### config.mk
export PLATFORM = sky130hd
export DESIGN_NAME = qracc_sram_arbiter
export DESIGN_NICKNAME = d
export VERILOG_FILES = /design/src/rtl/qracc_pkg.sv /design/src/rtl/qracc_rr_pick.sv /design/src/rtl/qracc_sram_arbiter.sv
export SDC_FILE = /design/constraint.sdc
export NUM_CORES = 1
export LEC_CHECK = 0
export ABC_AREA = 0
export CORE_AREA = 2 2 76 78
export CTS_CLUSTER_DIAMETER = 60
export CTS_CLUSTER_SIZE = 16
export DETAILED_ROUTE_END_ITERATION = 16
export DIE_AREA = 0 0 78 80
export GPL_ROUTABILITY_DRIVEN = 0
export PLACE_DENSITY = 0.84
export SLEW_MARGIN = 25
export SYNTH_ARGS = -nofsm -noshare
export SYNTH_HDL_FRONTEND = slang
export SYNTH_HIERARCHICAL = 1
export SYNTH_SLANG_ARGS = --single-unit
### constraint.sdc
create_clock -name clk -period 2.3 [get_ports clk]
set_input_delay 0.575 -clock clk [delete_from_list [all_inputs] [get_ports clk]]
set_output_delay 0.575 -clock clk [all_outputs]
set_load 0.03 [all_outputs]
### src/rtl/qracc_pkg.sv
// Shared types and default geometry for the QRACC SRAM arbiter.
package qracc_pkg;
  localparam int NUM_ROWS = 128;
  localparam int NUM_COLS = 32;

  typedef enum logic [1:0] {
    S_IDLE    = 2'd0,
    S_GRANT   = 2'd1,
    S_WAIT_RD = 2'd2
  } qracc_arb_state_t;
endpackage

### src/rtl/qracc_rr_pick.sv
// Combinational round-robin winner selection: the first valid requester
// found when searching upward from last_i+1, wrapping modulo numReq.
module qracc_rr_pick #(
  parameter int numReq = 2
) (
  input  logic [numReq-1:0]         valid_i,
  input  logic [$clog2(numReq)-1:0] last_i,
  output logic [$clog2(numReq)-1:0] winner_o,
  output logic                      any_o
);
  localparam int IW = $clog2(numReq);

  logic [IW-1:0] idx;

  // Walk from the farthest offset down to the nearest so the nearest valid wins.
  always_comb begin
    winner_o = '0;
    idx      = '0;
    any_o    = |valid_i;
    for (int i = numReq; i >= 1; i--) begin
      idx = IW'((int'(last_i) + i) % numReq);
      if (valid_i[idx]) winner_o = idx;
    end
  end
endmodule

### src/rtl/qracc_sram_arbiter.sv
// Round-robin arbiter sharing one SRAM request port between numReq requesters,
// with at most one SRAM transaction outstanding.
module qracc_sram_arbiter
  import qracc_pkg::*;
#(
  parameter int numRows = NUM_ROWS,
  parameter int numCols = NUM_COLS,
  parameter int numReq  = 2
) (
  input  logic                                      clk,
  input  logic                                      nrst,
  input  logic                                      clear_i,
  input  logic [numReq-1:0]                         req_valid_i,
  input  logic [numReq-1:0]                         req_wr_i,
  input  logic [numReq-1:0][$clog2(numRows)-1:0]    req_addr_i,
  input  logic [numReq-1:0][numCols-1:0]            req_wdata_i,
  output logic [numReq-1:0]                         req_ready_o,
  output logic [numReq-1:0]                         rd_valid_o,
  output logic [numCols-1:0]                        rd_data_o,
  output logic                                      sram_rq_wr_o,
  output logic                                      sram_rq_valid_o,
  output logic [$clog2(numRows)-1:0]                sram_addr_o,
  output logic [numCols-1:0]                        sram_wr_data_o,
  input  logic                                      sram_rq_ready_i,
  input  logic                                      sram_rd_valid_i,
  input  logic [numCols-1:0]                        sram_rd_data_i,
  output logic [$clog2(numReq)-1:0]                 grant_o,
  output logic                                      busy_o
);
  localparam int IW = $clog2(numReq);

  qracc_arb_state_t state_q, state_d;
  logic [IW-1:0]    grant_q, grant_d;
  logic [IW-1:0]    last_q, last_d;
  logic [IW-1:0]    pick_winner;
  logic             pick_any;
  logic             sram_hs;

  qracc_rr_pick #(.numReq(numReq)) u_rr_pick (
    .valid_i  (req_valid_i),
    .last_i   (last_q),
    .winner_o (pick_winner),
    .any_o    (pick_any)
  );

  assign sram_hs = (state_q == S_GRANT) && req_valid_i[grant_q] && sram_rq_ready_i;

  always_comb begin
    state_d = state_q;
    grant_d = grant_q;
    last_d  = last_q;
    if (sram_hs) last_d = grant_q;
    case (state_q)
      S_IDLE: begin
        if (pick_any && !clear_i) begin
          grant_d = pick_winner;
          state_d = S_GRANT;
        end
      end
      S_GRANT: begin
        if (!req_valid_i[grant_q])  state_d = S_IDLE;
        else if (sram_rq_ready_i)   state_d = req_wr_i[grant_q] ? S_IDLE : S_WAIT_RD;
      end
      S_WAIT_RD: begin
        if (sram_rd_valid_i) state_d = S_IDLE;
      end
      default: state_d = S_IDLE;
    endcase
    // Abort wins over every transition; the rr pointer is left alone.
    if (clear_i) state_d = S_IDLE;
  end

  always_ff @(posedge clk or negedge nrst) begin
    if (!nrst) begin
      state_q <= S_IDLE;
      grant_q <= '0;
      last_q  <= IW'(numReq - 1);
    end else begin
      state_q <= state_d;
      grant_q <= grant_d;
      last_q  <= last_d;
    end
  end

  always_comb begin
    req_ready_o     = '0;
    rd_valid_o      = '0;
    rd_data_o       = '0;
    sram_rq_valid_o = 1'b0;
    sram_rq_wr_o    = 1'b0;
    sram_addr_o     = '0;
    sram_wr_data_o  = '0;
    case (state_q)
      S_GRANT: begin
        sram_rq_valid_o      = req_valid_i[grant_q];
        sram_rq_wr_o         = req_wr_i[grant_q];
        sram_addr_o          = req_addr_i[grant_q];
        sram_wr_data_o       = req_wdata_i[grant_q];
        req_ready_o[grant_q] = sram_rq_ready_i;
      end
      S_WAIT_RD: begin
        // Read data is steered only while a read is actually awaited.
        if (sram_rd_valid_i && !clear_i) begin
          rd_valid_o[grant_q] = 1'b1;
          rd_data_o           = sram_rd_data_i;
        end
      end
      default: ;
    endcase
  end

  assign grant_o = grant_q;
  assign busy_o  = (state_q != S_IDLE);
endmodule

Word-level counts from Yosys, hierarchy flattened. Index checks and enable logic that the tools add are counted.

Latch bits: 0. Output and inout port bits: 79. Memory bits (writable): 0. Register bits after elaboration: 4. Input bits: 119. Memories kept: 0. ROM bits: 0.

Equal/unequal tests: 5. Muxes and demuxes: 32. $mul: 0. Magnitude comparators: 4. Add/subtract/negate cells: 2. Divide/modulo/power cells: 0. Shift-type cells: 0. Bitwise operators: 1. Reductions and logical operators: 11.

Operators by type and width (number): $mux 32 (5); $mux 7 (3); $mux 2 (9); $mux 1 (13); $lt 1x2->1 const B (3); $ne 3x3->1 const B (2); $pmux 2 s3 (1); $logic_and 1x1->1 (5); $ne 4x4->1 const B (1); $reduce_and 3->1 (1); $add 1x1->1 const B (2); $and 2x2->2 (1); $eq 2x1->1 const B (1); $eq 2x2->1 const B (1); $logic_not 2->1 (1); $reduce_and 2->1 (1); $reduce_bool 2->1 (1); $reduce_or 2->1 (1); $demux 1 s1 (1); $ge 1x1->1 const B (1); $logic_not 1->1 (1).

Depth between registers and ports, before layout.
Depth after elaboration: 7. Depth in mapped cells: 4. Gate-level depth less buffers: 3.

Modules after synthesis. The synthesis kept the hierarchy.

By module, submodules not included: qracc_sram_arbiter (area an instance 1117.3 sq um, times used 1, sequential area each 101.3 sq um, cells an instance 150); qracc_rr_pick (area an instance 13.8 sq um, times used 1, sequential area each 0.0 sq um, cells an instance 2).

Worst setup path before layout. OpenSTA, ideal clock, no wires.

Kind: register -> output. Start point: register grant_q, in the netlist grant_o. End point: output port sram_addr_o[2]. Cell stages (with the launch flop): 5. Slack: 294 ps. Arrival: 1431 ps. Path through: dfrtp_1 > buf_4 > buf_4 > mux2i_1 > nor2_1.

Word-level cells in the longest chain between the ends: 3.

Ends and longest elaborated chain: start: declaration (RTL line qracc_sram_arbiter.sv:33) `logic [IW-1:0] grant_q, grant_d;`; start signal: assignment (RTL line qracc_sram_arbiter.sv:80) `grant_q <= grant_d;`; $mux 7 (implied by the code) (2 in a row) (RTL line qracc_sram_arbiter.sv:97) `sram_addr_o = req_addr_i[grant_q];`; $mux 7 (RTL line qracc_sram_arbiter.sv:93) `case (state_q)`; end: declaration (RTL line qracc_sram_arbiter.sv:22) `output logic [$clog2(numRows)-1:0] sram_addr_o,`.

No other way between the ends. The select of a mux whose other input is x is not followed.

Worst setup path in the final report.
Start point: register grant_q, in the netlist grant_o. End point: output port grant_o.

RTL lines: end: declaration (RTL line qracc_sram_arbiter.sv:27) `output logic [$clog2(numReq)-1:0] grant_o,`.

No word-level cell between the ends.

==> metrics.md <==
| Metric | Value |
|---|---|
| Comb power frac | `77.6%` |
| CP arrival | `1.63 ns` |
| Flop pwr share | `8.9%` |
| Power consumption | `0.00125 W` |
| Number of post-CTS setup repair buffers | `0` |
| Number of flops mapped to enable cells by yosys | `0` |
| VDD IR-drop max | `0.331 mV` |
| Top_reg_cell synth | `dfrtp_1` |
| Iteration-0 DRC Markers | `32` |
| Crit path cell chain | `buf_12 > clkdlybuf4s50_1` |
| Area leader, netlist | `mux2i_1` |
| Max clock buf depth | `2` |
| Synth Area per Inst | `7.44 µm²` |
| Max Cap Viol | `0` |
| Die Ht | `80 µm` |
| Grt total ovfl | `0` |
| Synth Instances | `152` |
| Switching Fraction | `42.5%` |
| Max_slew headroom | `74.1%` |
| Final hold violation count | `0` |
| Power Dens Cells | `406 mW/mm²` |
| Share of post-route cells with drive strength above 1 | `28.4%` |
| Worst setup margin | `0.0990 ns` |
| Setup violators final | `0` |
| Clock Tree Root | `clkbuf_8` |
| Worst Path Max Fanout | `47` |
| Max-slew violations | `0` |
| Clk sinks | `4` |
| Fraction of registers with async set/reset | `100%` |
| HP Class | `in2async` |
| Vias in the first global route | `1751` |
| ANT nets after route | `0` |
| Crit path required time | `1.73 ns` |
| Routed wire length | `5.51 mm` |
| Routed vias/inst | `4.26` |
| Antenna diode count | `0` |
| Yosys warns | `6` |
| Pint | `0.000717 W` |
| Setup TNS Final | `0 ns` |
| I/O Buffers | `197` |
| Sequential fraction of the synthesis area | `8.96%` |
| Clock Skew | `0.000879 ns` |
| CTS tree | `yes` |
| Initial core utilization | `20.9%` |
| Fin crit share | `95.7%` |
| Post-Syn Nets | `271` |
| Skew-Pair Late Insertion Delay | `0.23 ns` |
| FF+latch count, synth | `4` |
| Die area | `0.00624 mm²` |
| Overall routing resource usage | `16.4%` |
| Distinct cells, synth | `24` |
| Crit. End Element | `output pin` |
| RSZ-0062 raised after global routing | `false` |
| Tmin final | `2.20 ns` |
| Rows | `27` |
| Status | `completed` |
| Die Wd | `78 µm` |
| Largest stage delay on the critical path | `0.73 ns` |
| Clock-pin slew on the worst setup and hold paths | `0.04 ns` |
| Initial antenna violation count | `0` |
| IO Pins | `198` |
| Post-synth top cells | `nor2_1 (41), mux2i_1 (40), and2_1 (34), buf_6 (6), buf_2 (4)` |
| Vias | `1808` |
| Total CTS buffers | `3` |
| CP max stage cell | `clkdlybuf4s50_1` |
| Net Sw Power | `0.000529 W` |
| Pin count of the biggest net entering global routing | `48` |
| Core Footprint | `0.00541 mm²` |
| Startpoint types | `flip-flop` |
| Crit Path Class | `reg2out` |
| Syn Std Cell Area | `0.00113 mm²` |
| First-pass GRT wire length | `8.34 mm` |
| Area Growth Syn to Fin | `171%` |
| Layout Nets | `472` |
| Worst Tran Pin Value | `0.388 ns` |
| Post-synth top area share | `35.4%` |
| H-tree depth | `1` |
| Drt pass-1 iters | `4` |
| Leakage | `1.48 nW` |
| Top-count cell post-synth | `nor2_1` |
| Finished Core Util | `56.8%` |
| DR WL/cell | `13.0 µm` |
| Area contributors post-synth | `mux2i_1 (35%), and2_1 (19%), nor2_1 (14%)` |
| Clock power frac | `13.5%` |
| Dpl hpwl | `4.23 mm` |
| DR DRC count | `0` |
| Fmax | `454 MHz` |
| WHS | `0.560 ns` |
| Place WS | `-0.300 ns` |
layout make-up:
cell class              count  area, µm²
repair buffers            204       1860
flip-flops and latches      4        103
well taps                  72       90.1
fillers                   508       2340
multi-input cells         140        973
clock buffers               4       45.0
flip-flops by register name (all words and copies together) (netlist names):
name / cells
state_q: 2
grant_o: 1
last_q: 1
path summary, 6_finish.rpt:
path / startpoint / to / slack (ns) / cells past startpoint
min: nrst / state_q[1]$_DFFE_PN0P_ / 0.56 / 1
max reg2reg: state_q[1]$_DFFE_PN0P_ / last_q$_DFFE_PN1P_ / 0.93 / 4
min reg2reg: last_q$_DFFE_PN1P_ / last_q$_DFFE_PN1P_ / 0.61 / 1
min in group clk: last_q$_DFFE_PN1P_ / last_q$_DFFE_PN1P_ / 0.61 / 1
max: grant_o$_DFFE_PN0P_ / grant_o / 0.1 / 2
max in group asynchronous: nrst / last_q$_DFFE_PN1P_ / 1.50 / 1
layer usage:
| metal | track usage [%] | routed length [µm] | share of wire, % |
|---|---|---|---|
| met1 | 18.9 | 2210 | 40 |
| met2 | 29.8 | 2820 | 51 |
| met3 | 4.19 | 419 | 7.6 |
| met4 | 4.56 | 59 | 1.1 |
| met5 | 0 | 0 | 0 |
power groups by stage:
stage	clock network (W)	logic, W	registers [W]
after global routing	0.000180	0.00103	0.000116
after detailed placement	0	0.000971	0.000110
after floorplan	0	0.000592	0.000115
final	0.000168	0.000967	0.000111
after CTS	0.000175	0.000979	0.000111
after global placement	0	0.000962	0.000111
cells in the final DEF, fill, tap and decap left out, types with 2 or more instances in the layout:
cell type | synthesis | final
nand2b_1 | 3 | 3
clkbuf_8 | 0 | 3
dlygate4sd2_1 | 0 | 2
dfrtp_1 | 3 | 2
nand3b_1 | 2 | 2
buf_12 | 0 | 2
mux2i_1 | 40 | 40
buf_4 | 2 | 80
nand2_1 | 2 | 2
clkdlybuf4s50_1 | 0 | 117
and2_1 | 34 | 34
mux2_2 | 2 | 2
nor2_1 | 41 | 41
and3_4 | 1 | 4
worst max-delay path: cells and delay by family, from the launching register on:
kind     cells  cell delay (ns)
buf+inv      2             1.01
flops        1             0.38
cell families after synthesis:
group	count (synthesis)	synth area share, %
AO/OA/AOI/OAI	3	1.88
flip-flops	4	8.96
multiplexers	43	38.7
AND/OR/NAND/NOR	90	41.4
buffers and inverters	12	9.07
timing repair:
| action | CTS | global route |
|---|---|---|
| cloned | 4 | 0 |
| gates resized for setup | 9 | 4 |
| pin swaps | 3 | 0 |
| setup endpoints to repair | 35 | 3 |
| hold buffers | 0 | 0 |
metrics by stage:
| stage | cell area [µm²] | instances |
|---|---|---|
| after global placement | 2980 | 416 |
| after floorplan | 1130 | 152 |
| after detailed placement | 2980 | 416 |
| after CTS | 3070 | 424 |
| after global routing | 3070 | 424 |
| final | 3070 | 424 |
(Power assumes the default switching activity.)
